==> config.mk <==
export PLATFORM = sky130hd
export DESIGN_NAME = render_frame_scheduler
export DESIGN_NICKNAME = d
export VERILOG_FILES = /design/src/rtl/render_pkg.sv /design/src/rtl/credit_counter.sv /design/src/rtl/render_frame_scheduler.sv
export SDC_FILE = /design/constraint.sdc
export NUM_CORES = 1
export LEC_CHECK = 0
export ABC_CLOCK_PERIOD_IN_PS = 2500
export CAP_MARGIN = 5
export CORE_UTILIZATION = 25
export CTS_BUF_LIST = sky130_fd_sc_hd__clkbuf_4
export DETAILED_ROUTE_END_ITERATION = 16
export PLACE_DENSITY = 0.53
export SETUP_SLACK_MARGIN = 0.5
export SLEW_MARGIN = 20
export SYNTH_ARGS = -nofsm -noshare
export SYNTH_HDL_FRONTEND = slang
export SYNTH_SLANG_ARGS = --single-unit
==> constraint.sdc <==
create_clock -name aclk -period 2.5 [get_ports aclk]
set_input_delay 0.25 -clock aclk [delete_from_list [all_inputs] [get_ports aclk]]
set_output_delay 0.25 -clock aclk [all_outputs]
set_load 0.01 [all_outputs]
==> src/rtl/render_pkg.sv <==
// Shared types and default render-window constants for the frame scheduler
// and the frame-buffer address math in top_level.
package render_pkg;

    localparam int HCOUNT_W = 11;
    localparam int VCOUNT_W = 10;

    localparam int DEF_START_X = 260;
    localparam int DEF_START_Y = 195;
    localparam int DEF_END_X   = 390;
    localparam int DEF_END_Y   = 295;

    localparam int DEF_MAX_INFLIGHT = 512;

    typedef enum logic [1:0] {
        IDLE,
        ISSUE,
        DRAIN,
        READY
    } state_t;

endpackage

==> src/rtl/credit_counter.sv <==
// In-flight coordinate counter: handshakes add a credit, renderer
// completions return one; a completion with nothing outstanding is sticky.
module credit_counter #(
    parameter int MAX_INFLIGHT = 512,
    localparam int CW = $clog2(MAX_INFLIGHT + 1)
) (
    input  logic          i_clk,
    input  logic          i_rst_n,
    input  logic          i_inc,
    input  logic          i_dec,
    output logic [CW-1:0] o_count,
    output logic          o_full,
    output logic          o_err
);

    logic [CW-1:0] r_count;
    logic          r_err;
    logic [CW-1:0] w_next;
    logic          w_underflow;

    always_comb begin
        w_underflow = i_dec && !i_inc && (r_count == '0);
        w_next      = r_count;
        if (i_inc && !i_dec) begin
            w_next = r_count + 1'b1;
        end else if (i_dec && !i_inc && (r_count != '0)) begin
            w_next = r_count - 1'b1;
        end
    end

    always_ff @(posedge i_clk) begin
        if (!i_rst_n) begin
            r_count <= '0;
            r_err   <= 1'b0;
        end else begin
            r_count <= w_next;
            if (w_underflow) begin
                r_err <= 1'b1;
            end
        end
    end

    // Full reflects the count after this cycle's update so tvalid can be
    // registered one cycle ahead without ever overshooting the limit.
    assign o_full  = (w_next >= CW'(MAX_INFLIGHT));
    assign o_count = r_count;
    assign o_err   = r_err;

endmodule

==> src/rtl/render_frame_scheduler.sv <==
// Walks the render window once per display frame, issuing credit-limited
// coordinates over AXI-Stream and swapping frame banks at nf boundaries.
module render_frame_scheduler
    import render_pkg::*;
#(
    parameter int START_X      = DEF_START_X,
    parameter int START_Y      = DEF_START_Y,
    parameter int END_X        = DEF_END_X,
    parameter int END_Y        = DEF_END_Y,
    parameter int MAX_INFLIGHT = DEF_MAX_INFLIGHT
) (
    input  logic                aclk,
    input  logic                aresetn,
    input  logic                nf_in,
    output logic [HCOUNT_W-1:0] hcount_axis_tdata,
    output logic [VCOUNT_W-1:0] vcount_axis_tdata,
    output logic                coord_axis_tvalid,
    input  logic                coord_axis_tready,
    input  logic                pixel_valid_in,
    output logic                wr_bank_out,
    output logic                rd_bank_out,
    output logic                busy_out,
    output logic                frame_done_out,
    output logic [15:0]         overrun_count_out,
    output logic                credit_err_out
);

    localparam int CW = $clog2(MAX_INFLIGHT + 1);

    localparam logic [HCOUNT_W-1:0] SX = HCOUNT_W'(START_X);
    localparam logic [HCOUNT_W-1:0] LX = HCOUNT_W'(END_X - 1);
    localparam logic [VCOUNT_W-1:0] SY = VCOUNT_W'(START_Y);
    localparam logic [VCOUNT_W-1:0] LY = VCOUNT_W'(END_Y - 1);

    state_t              r_state;
    logic [HCOUNT_W-1:0] r_x;
    logic [VCOUNT_W-1:0] r_y;
    logic                r_tvalid;
    logic                r_wr_bank;
    logic                r_rd_bank;
    logic                r_busy;
    logic                r_done;
    logic [15:0]         r_overrun;

    logic                w_hs;
    logic                w_last;
    logic                w_full;
    logic                w_err;
    logic [CW-1:0]       w_count;

    assign w_hs   = r_tvalid && coord_axis_tready;
    assign w_last = (r_x == LX) && (r_y == LY);

    credit_counter #(
        .MAX_INFLIGHT(MAX_INFLIGHT)
    ) u_credit (
        .i_clk   (aclk),
        .i_rst_n (aresetn),
        .i_inc   (w_hs),
        .i_dec   (pixel_valid_in),
        .o_count (w_count),
        .o_full  (w_full),
        .o_err   (w_err)
    );

    always_ff @(posedge aclk) begin
        if (!aresetn) begin
            r_state   <= IDLE;
            r_x       <= SX;
            r_y       <= SY;
            r_tvalid  <= 1'b0;
            r_wr_bank <= 1'b0;
            r_rd_bank <= 1'b1;
            r_busy    <= 1'b0;
            r_done    <= 1'b0;
            r_overrun <= '0;
        end else begin
            r_done <= 1'b0;
            if (nf_in && r_busy && (r_overrun != 16'hFFFF)) begin
                r_overrun <= r_overrun + 1'b1;
            end
            unique case (r_state)
                IDLE, READY: begin
                    if (nf_in) begin
                        r_state  <= ISSUE;
                        r_busy   <= 1'b1;
                        r_x      <= SX;
                        r_y      <= SY;
                        r_tvalid <= !w_full;
                        if (r_state == READY) begin
                            r_wr_bank <= r_rd_bank;
                            r_rd_bank <= r_wr_bank;
                        end
                    end
                end
                ISSUE: begin
                    r_tvalid <= !w_full;
                    if (w_hs) begin
                        if (w_last) begin
                            r_state  <= DRAIN;
                            r_tvalid <= 1'b0;
                            r_x      <= SX;
                            r_y      <= SY;
                        end else if (r_x == LX) begin
                            r_x <= SX;
                            r_y <= r_y + 1'b1;
                        end else begin
                            r_x <= r_x + 1'b1;
                        end
                    end
                end
                DRAIN: begin
                    // Done only once the last completion has actually landed.
                    if ((w_count == '0) && !pixel_valid_in) begin
                        r_state <= READY;
                        r_busy  <= 1'b0;
                        r_done  <= 1'b1;
                    end
                end
                default: begin
                    r_state <= IDLE;
                end
            endcase
        end
    end

    assign hcount_axis_tdata = r_x;
    assign vcount_axis_tdata = r_y;
    assign coord_axis_tvalid = r_tvalid;
    assign wr_bank_out       = r_wr_bank;
    assign rd_bank_out       = r_rd_bank;
    assign busy_out          = r_busy;
    assign frame_done_out    = r_done;
    assign overrun_count_out = r_overrun;
    assign credit_err_out    = w_err;

endmodule

# [After elaboration in Yosys (flattened, before gate mapping)]
# Cells that the tools add are included.
[totals] word_cells=78 latch_bits=0 rom_bits=0 n_memories=0 output_inout_bits=43 ramBits=0 reg_bits=55
[op_classes] muxes=25 n_shift=0 addsub=5 eq_ne=11 reduce_logical=25 multipliers=0 div=0 bitwise_logic=0 n_lt_le_gt_ge=1
[ops] op="$mux 10" count=6
[ops] op="$mux 11" count=4
[ops] op="$pmux 11 s2" count=1
[ops] op="$add 10x1->10 const B" count=2
[ops] op="$pmux 10 s2" count=1
[ops] op="$add 16x1->16 const B" count=1
[ops] op="$ne 16x16->1 const B" count=1
[ops] op="$add 11x1->11 const B" count=1
[ops] op="$eq 11x9->1 const B" count=1
[ops] op="$eq 10x9->1 const B" count=1
[ops] op="$ge 10x10->1 const B" count=1
[ops] op="$logic_not 10->1" count=1
[ops] op="$reduce_bool 10->1" count=1
[ops] op="$sub 10x1->10 const B" count=1
[ops] op="$logic_and 1x1->1" count=9
[ops] op="$reduce_and 3->1" count=3
[ops] op="$mux 2" count=4
[ops] op="$reduce_and 4->1" count=2
[ops] op="$mux 1" count=6
[ops] op="$ne 2x2->1 const B" count=3
[ops] op="$pmux 2 s3" count=1
[ops] op="$eq 2x2->1 const B" count=2
[ops] op="$pmux 1 s2" count=2
[ops] op="$reduce_and 2->1" count=2
[ops] op="7 further kinds" count=10

# [Depth between registers and ports, before layout]
[logic_depth] depth_word=11 ltp_mapped=7 depth_no_buf=7

# [By module]
# A second synthesis with hierarchy kept.
[hier_totals] hier_cells=369 hier_area_um2=3075.4
[modules_own_cells] module="render_frame_scheduler" area_per_inst_um2=2332.2 n_inst=1 cells_per_inst=277 seq_area_each_um2=880.8
[modules_own_cells] module="credit_counter" area_per_inst_um2=743.2 n_inst=1 cells_per_inst=92 seq_area_each_um2=220.2

# [Worst setup path after synthesis]
# Ideal clock, no wire load.
[synth_timing] path_kind="flip-flop to flip-flop" startpoint="register r_state[0]" endpoint="register r_y[6], in the netlist vcount_axis_tdata[6]" stages_incl_launch_ff=7 setup_slack_ps=387 setup_ps=127 t_arrival_ps=1986 path_cell_list="dfxtp_1 inv_1 ha_1 mux2i_1 clkbuf_1 o21ai_1 or3_1"
[synth_between] elab_chain_cells=4 word_cells_on_any_way=10 cone_classes="eq/ne: 5; mux: 1; reduce/logical: 4"
[synth_rtl] item="start, declared" line_no="render_frame_scheduler.sv:35" text="state_t r_state;"
[synth_rtl] item="start signal, assigned" line_no="render_frame_scheduler.sv:68" text="r_state <= IDLE;"
[synth_rtl] item="start signal, assigned" line_no="render_frame_scheduler.sv:85" text="r_state <= ISSUE;"
[synth_rtl] item="start signal, assigned" line_no="render_frame_scheduler.sv:100" text="r_state <= DRAIN;"
[synth_rtl] item="$eq 2x2->1 or $logic_not 2->1 (tied branches)" line_no="render_frame_scheduler.sv:82" text="unique case (r_state)"
[synth_rtl] item="$reduce_or 2->1" line_no="render_frame_scheduler.sv:82"
[synth_rtl] item="$ne 2x2->1 (no line) or $reduce_bool 2->1 (tied branches)"
[synth_rtl] item="$reduce_and 4->1 (no line)"
[synth_rtl] item="end signal, assigned" line_no="render_frame_scheduler.sv:106" text="r_y <= r_y + 1'b1;"
[synth_rtl] item="end, declared" line_no="render_frame_scheduler.sv:37" text="logic [VCOUNT_W-1:0] r_y;"
# Parallel ways exist; a longest one is shown, timed or not.
# A chain may end at the register's enable or synchronous reset.

# [Worst setup path in the final report]
[layout_timing] startpoint="register r_state[1]" endpoint="register r_y[6], in the netlist vcount_axis_tdata[6]"
# Same word-level chain as after synthesis.

==> results_dict.tcl <==
set metrics [dict create \
    buffer_and_inverter_count_on_the_worst_path 2 \
    number_of_buffers_added_by_the_clock_tree_synthesis_step 5 \
    cts.root.buffer_cell "sky130_fd_sc_hd__clkbuf_4" \
    ys.flop_type "sky130_fd_sc_hd__dfxtp_1" \
    crit_fanout 8 \
    fmax_mhz 499 \
    drt_first_pass_iters 10 \
    clock_tree.htree_level_count 2 \
    design.portCount 48 \
    clk_latency_ps 400 \
    synth.largest_area_cell "sky130_fd_sc_hd__dfxtp_1" \
    async_reset_ff_share_pct 0 \
    floorplan.die.width_um 111 \
    cp_data_required_time_ps 2800 \
    start_kind "flip-flop" \
    report.final.setup_viol 0 \
    max_slew_margin_pct 66.9 \
    hp-class "in -> reg" \
    syn_inst 355 \
    drc 4 \
    fp.coreArea_mm2 0.0115 \
    synth_area_leaders "sky130_fd_sc_hd__dfxtp_1 37%, sky130_fd_sc_hd__nor2_1 6.3%, sky130_fd_sc_hd__xnor2_1 6.2%, sky130_fd_sc_hd__ha_1 5.0%, sky130_fd_sc_hd__nand4_1 4.2%" \
    initial_antenna_violation_count 0 \
    hold_violations 0 \
    layout.cell_area.non_filler_mm2 0.00396 \
    post-dp-hpwl_um 5550 \
    maxCapViolations 0 \
    path_cells "inv_1, ha_2, mux2i_4, buf_4, o21ai_2, or3_1" \
    ctsLongestPathBuffers 2 \
    ir_worst_vdd_uv 305 \
    wl_um 7720 \
    slowest_stage "sky130_fd_sc_hd__ha_2" \
    grt_start_max_net_pins 24 \
    synth_largest_type_area_fraction_pct 36.8 \
    grt_first_pass_wirelength_um 12900 \
    finalSetupTns_ps 0 \
    antenna_diodes 0 \
    yosys_register_bits 55 \
    cts_sinks 55 \
    synth_cell_types 53 \
    power.static_leakage_nw 1.36 \
    die_height_um 111 \
    power-per-cell-area_mw_per_mm2 734 \
    synth-seq-area-share_pct 36.8 \
    fin_skew_ps 20.1 \
    starting_density_of_the_core_pct 26.0 \
    yosysWarnings 0 \
    synthMostInstantiatedCell "sky130_fd_sc_hd__dfxtp_1" \
    synth.top_cells.by_count "55 x sky130_fd_sc_hd__dfxtp_1, 50 x sky130_fd_sc_hd__nor2_1, 28 x sky130_fd_sc_hd__nand2_1, 21 x sky130_fd_sc_hd__xnor2_1, 20 x sky130_fd_sc_hd__nand4_1" \
    final_nets 442 \
    first_global_vias 2633 \
    area_growth_pct 32.6 \
    cpPeakStageDelay_ps 400 \
    post_drt_via_cell_ratio 4.97 \
    tightest_slew_ps 495 \
    grt_setup_unrepaired "yes" \
    rows 39 \
    placedInstanceArea_mm2 0.00370 \
    floorplan.die_area_mm2 0.0124 \
    global_route.overflow_total 0 \
    layout_min_cycle_time_ps 2000 \
    cts_tree "built" \
    synth_fp_nets 372 \
    postSynthAreaPerCell_um2 8.42 \
    syn-cell-area_mm2 0.00299 \
    ant_nets 0 \
    dr_total_vias 2827 \
    gp_congestion 0.777 \
    fraction_of_final_layout_cells_with_drive_strength_greater_than_1_pct 14.6 \
    synth_edf_count 0 \
    failed_checks "DRC" \
    final_max_slew_viol_count 0 \
    cp-end-kind "flip-flop" \
    timing_worst_setup_path_type "reg -> reg" \
    cp_data_arrival_time_ps 2310 \
    clk_pin_slew_ps 170 \
    period_share_pct 80.2 \
    first_iter_violations 100 \
    status "complete, but fails checks" \
    average_wire_length_per_cell_after_detail_routing_um 13.6 \
    path_delay_family "adder cells" \
    portBuffers 47 \
    globalRouteTotalUtil_pct 12.6 \
]
==> cell usage in the layout, fill, tap and decap left out, drive strengths merged, types with 6 or more instances in the layout <==
cell type,netlist,layout
xor2,13,13
ha,12,12
buf,2,25
nor3,11,11
xnor2,21,21
nand3,19,19
inv,13,13
clkdlybuf4s50,0,47
dfxtp,55,55
a21oi,12,12
o21ai,10,10
nand4,20,20
and3,6,6
nor4,9,9
nand2,28,28
a211oi,7,7
nor2,50,50
==> stage by stage <==
step	util [%]	hold WS [ps]	worst slack (ps)	power, mW	cells
final	34.4	496	496	2.91	569
after detailed placement	32.1	483	188	2.27	549
after floorplan	-	329	480	1.91	355
after CTS	33.1	479	408	2.78	558
after global routing	34.4	498	390	3.11	569
after global placement	32.1	469	228	2.24	549
==> state kept, by name, summed over array words and instances (netlist names) <==
| name | count |
|---|---|
| busy_out | 1 |
| coord_axis_tvalid | 1 |
| frame_done_out | 1 |
| hcount_axis_tdata | 11 |
| overrun_count_out | 16 |
| r_state | 2 |
| rd_bank_out | 1 |
| u_credit.o_count | 10 |
| u_credit.o_err | 1 |
| vcount_axis_tdata | 10 |
| wr_bank_out | 1 |
==> routing by layer <==
metal	vias to the layer above	global-route usage [%]	part of all wire [%]	routed length, um
met5	-	0	0	0
met4	0	3.60	1.2	95
met3	11	2.56	3.9	302
met2	63	20.4	46	3590
met1	1336	17.0	48	3730
li1	1417	-	-	-
==> worst reg2reg max path, stage by stage, from the launching register on <==
cell	delay, ps
sky130_fd_sc_hd__dfxtp_2	380
sky130_fd_sc_hd__inv_1	80
sky130_fd_sc_hd__ha_2	400
sky130_fd_sc_hd__mux2i_4	390
sky130_fd_sc_hd__buf_4	180
sky130_fd_sc_hd__o21ai_2	100
sky130_fd_sc_hd__or3_1	380
==> path summary, 6_finish.rpt <==
path | from | to | slack, ps | cells past startpoint
max | r_state[1]$_SDFFE_PN0P_ | vcount_axis_tdata[6]$_SDFFE_PN1P_ | 500 | 6
min | aresetn | vcount_axis_tdata[1]$_SDFFE_PN1P_ | 500 | 2
max reg2reg | r_state[1]$_SDFFE_PN0P_ | vcount_axis_tdata[6]$_SDFFE_PN1P_ | 500 | 6
min reg2reg | wr_bank_out$_SDFFE_PN0P_ | wr_bank_out$_SDFFE_PN0P_ | 510 | 2
==> cells by family after synthesis <==
family | count (synthesis) | synth area share [%]
AO/OA/AOI/OAI | 52 | 12.0
AND/OR/NAND/NOR | 175 | 31.9
buffers and inverters | 23 | 2.97
multiplexers | 4 | 1.34
flip-flops | 55 | 36.8
adder cells (fa/ha/maj) | 12 | 5.02
XOR/XNOR | 34 | 9.96
==> layout make-up <==
type	count	area, um^2
repair buffers	72	658
clock buffers	5	37.5
clock inverters	3	25.0
multi-input cells	277	1880
well taps	143	179
flip-flops and latches	55	1120
fillers	1219	7550
inverters	14	55.1
==> what timing repair did <==
item | 4_1_cts | 5_1_grt
buffers inserted | 1 | 11
gates resized for setup | 11 | 22
gates cloned | 0 | 0
pin swaps | 2 | 5
hold buffers | 0 | 0
endpoints found under the setup margin | 28 | 30
==> report_power, final <==
part,switching [mW],leakage (nW),internal (mW)
Combinational,0.657,0.881,0.655
Sequential,0.166,0.451,0.999
Clock,0.316,0.0314,0.114
Total,1.14,1.36,1.77
Power figures use the tool's default switching activity.
